--- config.mk ---
export PLATFORM = sky130hd
export DESIGN_NAME = usart_tx_arbiter
export DESIGN_NICKNAME = d
export VERILOG_FILES = /design/src/rtl/usart_tx_arbiter.sv
export SDC_FILE = /design/constraint.sdc
export NUM_CORES = 1
export LEC_CHECK = 0
export CAP_MARGIN = 20
export CORE_AREA = 10 10 64 66
export DETAILED_ROUTE_END_ITERATION = 16
export DIE_AREA = 0 0 74 76
export PLACE_DENSITY = 0.81
export RECOVER_POWER = 25
export SYNTH_ARGS = -nofsm -noshare
export SYNTH_HDL_FRONTEND = slang
export SYNTH_SLANG_ARGS = --single-unit
--- constraint.sdc ---
create_clock -name clk -period 2.6 [get_ports clk]
set_input_delay 0.52 -clock clk [delete_from_list [all_inputs] [get_ports clk]]
set_output_delay 0.52 -clock clk [all_outputs]
set_load 0.005 [all_outputs]
--- src/rtl/usart_tx_arbiter.sv ---
// -----------------------------------------------------------------------------
// usart_tx_arbiter
//   Packet-level round-robin arbiter that shares one USART TX byte stream among
//   NUM_REQ requesters. Ownership is held for a whole packet, so bytes from
//   different requesters never interleave on the serial line. Ownership ends on:
//     - a handshake carrying s_last,
//     - the MAX_LEN-th handshake (trunc pulses if s_last was not set), or
//     - TIMEOUT consecutive idle cycles of the owner (only with UART_ARB_TIMEOUT_EN).
//
// Optional feature macro: UART_ARB_TIMEOUT_EN (idle-timeout release).
//
// Ports
//   clk      system clock
//   rst_n    synchronous active-low reset
//   s_valid  per-requester byte valid            [NUM_REQ]
//   s_last   per-requester last-byte flag        [NUM_REQ]
//   s_data   per-requester byte, req i at [8i+7:8i]
//   s_ready  per-requester accept                [NUM_REQ]
//   m_valid  byte valid to USART TX
//   m_data   byte to USART TX
//   m_ready  USART TX can accept a byte
//   grant    one-hot current owner, 0 when idle (registered)
//   busy     a packet transfer is in progress
//   trunc    1-cycle pulse: released by MAX_LEN limit
//   timeout  1-cycle pulse: released by idle timeout
// -----------------------------------------------------------------------------
module usart_tx_arbiter #(
    parameter int NUM_REQ = 4,
    parameter int MAX_LEN = 16,
    parameter int TIMEOUT = 64
) (
    input  logic                 clk,
    input  logic                 rst_n,
    input  logic [NUM_REQ-1:0]   s_valid,
    input  logic [NUM_REQ-1:0]   s_last,
    input  logic [NUM_REQ*8-1:0] s_data,
    output logic [NUM_REQ-1:0]   s_ready,
    output logic                 m_valid,
    output logic [7:0]           m_data,
    input  logic                 m_ready,
    output logic [NUM_REQ-1:0]   grant,
    output logic                 busy,
    output logic                 trunc,
    output logic                 timeout
);

    localparam int PTR_W = (NUM_REQ > 1) ? $clog2(NUM_REQ) : 1;
    localparam int LEN_W = $clog2(MAX_LEN + 1);

    // Reject parameter sets the arbiter is not built for.
    if (NUM_REQ < 2 || NUM_REQ > 8 || MAX_LEN < 1 || TIMEOUT < 1) begin : g_param_check
        $error("usart_tx_arbiter: parameter out of range");
    end

    typedef enum logic [0:0] {
        ST_IDLE = 1'b0,
        ST_XFER = 1'b1
    } state_t;

    state_t             state_r;
    logic [NUM_REQ-1:0] grant_r;
    logic [PTR_W-1:0]   rr_ptr_r;
    logic [LEN_W-1:0]   len_cnt_r;
    logic               trunc_r;
    logic               timeout_r;

    logic [PTR_W-1:0]   sel_s;
    logic [PTR_W-1:0]   pick_s;
    logic [PTR_W-1:0]   next_ptr_s;
    logic               pick_found_s;
    logic [7:0]         sel_data_s;
    logic               xfer_s;
    logic               sel_valid_s;
    logic               sel_last_s;
    logic               hs_s;
    logic               rel_last_s;
    logic               rel_max_s;
    logic               rel_tmo_s;
    logic               release_s;

    // Decode the one-hot owner into an index and select its byte.
    always_comb begin
        sel_s      = '0;
        sel_data_s = 8'h00;
        for (int i = 0; i < NUM_REQ; i++) begin
            if (grant_r[i]) begin
                sel_s      = PTR_W'(i);
                sel_data_s = s_data[8*i +: 8];
            end else begin
                sel_s      = sel_s;
                sel_data_s = sel_data_s;
            end
        end
    end

    // Round-robin search: first asserted s_valid at or after rr_ptr, wrapping.
    // Iterating from the farthest slot down lets the nearest hit win.
    always_comb begin
        pick_found_s = 1'b0;
        pick_s       = '0;
        for (int k = NUM_REQ - 1; k >= 0; k--) begin
            if (|((s_valid >> ((int'(rr_ptr_r) + k) % NUM_REQ)) & NUM_REQ'(1))) begin
                pick_found_s = 1'b1;
                pick_s       = PTR_W'((int'(rr_ptr_r) + k) % NUM_REQ);
            end else begin
                pick_found_s = pick_found_s;
                pick_s       = pick_s;
            end
        end
    end

    // grant_r is one-hot (or zero), so masking and OR-reducing selects the owner's bit.
    assign xfer_s      = (state_r == ST_XFER);
    assign sel_valid_s = xfer_s & (|(s_valid & grant_r));
    assign sel_last_s  = |(s_last & grant_r);
    assign hs_s        = sel_valid_s & m_ready;
    assign next_ptr_s  = (sel_s == PTR_W'(NUM_REQ - 1)) ? PTR_W'(0) : (sel_s + PTR_W'(1));

    assign rel_last_s = hs_s & sel_last_s;
    // len_cnt_r still holds the count before this handshake, so MAX_LEN-1 marks the MAX_LEN-th byte.
    assign rel_max_s  = hs_s & ~sel_last_s & (len_cnt_r == LEN_W'(MAX_LEN - 1));
    assign release_s  = rel_last_s | rel_max_s | rel_tmo_s;

`ifdef UART_ARB_TIMEOUT_EN
    localparam int TMO_W = $clog2(TIMEOUT + 1);
    logic [TMO_W-1:0] idle_cnt_r;

    assign rel_tmo_s = xfer_s & ~sel_valid_s & (idle_cnt_r == TMO_W'(TIMEOUT - 1));

    // Count consecutive cycles the owner has nothing to send; any byte offered restarts it.
    always_ff @(posedge clk) begin
        if (!rst_n) begin
            idle_cnt_r <= '0;
        end else if (!xfer_s || sel_valid_s || release_s) begin
            idle_cnt_r <= '0;
        end else begin
            idle_cnt_r <= idle_cnt_r + TMO_W'(1);
        end
    end
`else
    assign rel_tmo_s = 1'b0;
`endif

    // Arbitration FSM: grant ownership in IDLE, track packet length and release in XFER.
    always_ff @(posedge clk) begin
        if (!rst_n) begin
            state_r   <= ST_IDLE;
            grant_r   <= '0;
            rr_ptr_r  <= '0;
            len_cnt_r <= '0;
            trunc_r   <= 1'b0;
            timeout_r <= 1'b0;
        end else begin
            trunc_r   <= 1'b0;
            timeout_r <= 1'b0;
            case (state_r)
                ST_IDLE: begin
                    if (pick_found_s) begin
                        state_r   <= ST_XFER;
                        grant_r   <= NUM_REQ'(1) << pick_s;
                        len_cnt_r <= '0;
                    end else begin
                        grant_r   <= '0;
                    end
                end
                ST_XFER: begin
                    if (release_s) begin
                        state_r   <= ST_IDLE;
                        grant_r   <= '0;
                        len_cnt_r <= '0;
                        rr_ptr_r  <= next_ptr_s;
                        trunc_r   <= rel_max_s;
                        timeout_r <= rel_tmo_s;
                    end else if (hs_s) begin
                        len_cnt_r <= len_cnt_r + LEN_W'(1);
                    end else begin
                        len_cnt_r <= len_cnt_r;
                    end
                end
                default: begin
                    state_r   <= ST_IDLE;
                    grant_r   <= '0;
                    len_cnt_r <= '0;
                end
            endcase
        end
    end

    // Byte path follows the registered owner; nothing moves while idle.
    assign m_valid = sel_valid_s;
    assign m_data  = xfer_s ? sel_data_s : 8'h00;
    assign s_ready = (xfer_s & m_ready) ? grant_r : '0;
    assign grant   = grant_r;
    assign busy    = xfer_s;
    assign trunc   = trunc_r;
    assign timeout = timeout_r;

endmodule

==> qor.yml <==
run_status: "completed"
drt_wl_total_um: 4081
largest_net_degree_at_the_start_of_global_routing: 16
cp_common_cell: "sky130_fd_sc_hd__clkdlybuf4s50_1"
routabilityCongestion: 0.8056
cts-hold-fix-buffers: 0
finClkSkew_ns: 0.008455
asyncSetResetFlopFracSynth_pct: 0
yosys_warnings: 0
row_count: 20
max_clock_freq_mhz: 397.9
register_area_share_after_synthesis_pct: 25.62
area_delta_synth_final_pct: 66.87
power.total_uw: 532.5
grt_residual_overflow: 0
placedCellCount: 230
synth-compound-area-share_pct: 32.64
drive_gt1_share_pct: 8.458
critical_path.max_stage_delay_ns: 0.48
diodes: 0
place.port_buffers: 61
grt_antenna_before_repair: 0
grt_use_total_pct: 13.93
pin_count: 63
synthSimpleGateAreaFrac_pct: 30.42
preCtsSetupSlack_ns: 0.08618
syn-mean-instance-area_um2: 7.257
register_area_um2: 260.3
worst_setup_path_end_kind: "output port"
floorplan_die_height_um: 76
critical_path_arrival_ns: 1.99
multi_input_area_um2: 693.2
grt_first_pass_wirelength_um: 6451
fp.coreArea_um2: 2928
critical_path_class: "primary input to output port"
count_of_final_hold_check_violations: 0
die_w_um: 74
maxCapViolations: 0
die_area_um2: 5624
final_util_pct: 57.91
largest_family_of_logic_cells_by_synthesized_area: "compound AO/OA/AOI/OAI gates"
detail_route.first_pass.iterations: 4
muxShareOfSynthArea_pct: 1.970
synth-seq-cells: 13
floorplan.initialDensity_pct: 34.70
commonest_cells_after_routing_fill_and_taps_aside: "sky130_fd_sc_hd__clkdlybuf4s50_1, sky130_fd_sc_hd__nor2_1, sky130_fd_sc_hd__a21oi_1"
period_share_pct: 96.66
drt_drc_violations_left: 0
h-tree-depth: 1
vias_in_the_first_global_route: 1302
synth_area_um2: 1016
worst_ir_drop_vdd_uv: 363.6
hold_class: "register to register"
postCtsResizedCells: 1
num_vias: 1342
post-route-worst-setup-slack_ns: 0.08681
static-leakage-power_uw: 0.0006261
critical_path.max_fanout: 1
cp_cell_sequence: "clkdlybuf4s50_1 -> a221oi_1 -> nor3_1 -> a21oi_1 -> nor2_1 -> clkdlybuf4s50_1"
final_cell_count_without_fillers: 234
startpoint_type: "primary input"
clk_root_buffer_cell: "sky130_fd_sc_hd__clkbuf_4"
final.min_clock_period_ns: 2.513
tritoncts_num_sinks: 13
ys_types: 40
post_synth_inst_count: 140
detail_route.iter0.violations: 70
postSynth.topFlopCell: "sky130_fd_sc_hd__dfxtp_1"
fillers: 278
postSynthNetCount: 185
tritoncts: "yes"
post_synth_fa_ha_maj_area_fraction_pct: 2.463
mostFrequentLayoutCell: "sky130_fd_sc_hd__clkdlybuf4s50_1"
synth_xor_area_share_pct: 0
clockBufferDepth: 2
setup_viol: 0
cts_buffers: 3
critical-path-slowest-cell: "sky130_fd_sc_hd__clkdlybuf4s50_1"
synth-edff-count: 0
final_nets: 247
clk_pin_slew_ns: 0.07
timing.hold.ws_ns: 0.4808
power-per-cell-area_nw_per_um2: 314.1
clk_latency_ns: 0.27
drtAntennaViolNets: 0
post_drt_wl_per_cell_um: 17.44
cts_setup_buffers: 0
viasPerCell: 5.735
dp.final_hpwl_um: 3288
cp.required_ns: 2.08
timing.final.max_slew_violations: 0
## routing by layer
metal	track usage (%)	vias up	routed length, µm
li1	-	644	-
met3	4.297	4	316
met1	14.05	641	1420
met5	0	-	0
met4	2.425	0	36
met2	26.54	53	2307
## power breakdown
group          internal [µW]  switching [µW]
Combinational            117            84.8
Clock                   59.5            60.8
Sequential               204            6.25
## Yosys cell counts, drive strengths merged (2+ instances only)
master  number  area, µm²
a21oi       18      101.4
a221oi       8      70.07
a22oi        4      45.05
and3         4      25.02
buf          3      20.01
clkbuf       7      27.52
dfxtp       13      260.3
ha           2      25.02
inv          4      15.01
mux2i        2      20.02
nand2       10      37.54
nand3        5      25.02
nor2        24      90.09
nor3        10      50.05
o32ai        3      26.28
or2          2      12.51
or3          2      12.51
## stage by stage
step	setup TNS (ns)	instance area, µm²
after global routing	-0.02788	1695
after floorplan	0	1016
final	0	1695
after global placement	0	1665
after CTS	0	1694
after detailed placement	0	1665
## cells by family (layout without fill, tap and decap cells)
| logic type | after synthesis | after routing |
|---|---|---|
| compound gates | 44 | 44 |
| fa+ha+maj | 2 | 2 |
| buf+inv | 15 | 76 |
| flops | 13 | 13 |
| mux | 2 | 2 |
| other cells | 1 | 1 |
| simple gates | 63 | 63 |
## final timing paths
path,endpoint,start,cells past startpoint,slack (ns)
worst max-delay path,m_data[4],s_data[12],6,0.09
worst min-delay path,len_cnt_r[4],len_cnt_r[4],2,0.48
worst min register to register,len_cnt_r[4],len_cnt_r[4],2,0.48
worst max register to register,len_cnt_r[3],len_cnt_r[0],7,0.57
## registers in the layout (all words and copies together), names as in the netlist
register and cells:
trunc 1, grant 4, rr_ptr_r 2, busy 1, len_cnt_r 5
## worst max-delay path: cells and delay by family
kind / cells / cell delay [ns]
AO/OA/AOI/OAI: 2 / 0.46
buffers and inverters: 2 / 0.88
AND/OR/NAND/NOR: 2 / 0.13
## layout make-up
cell class / count / share of cell area, %
Inverter: 5 / 1.107
Clock buffer: 4 / 1.550
Tap cell: 33 / 2.435
Sequential cell: 13 / 15.35
Multi-Input combinational cell: 112 / 40.89
Timing Repair Buffer: 67 / 38.67
(Power assumes the default switching activity.)
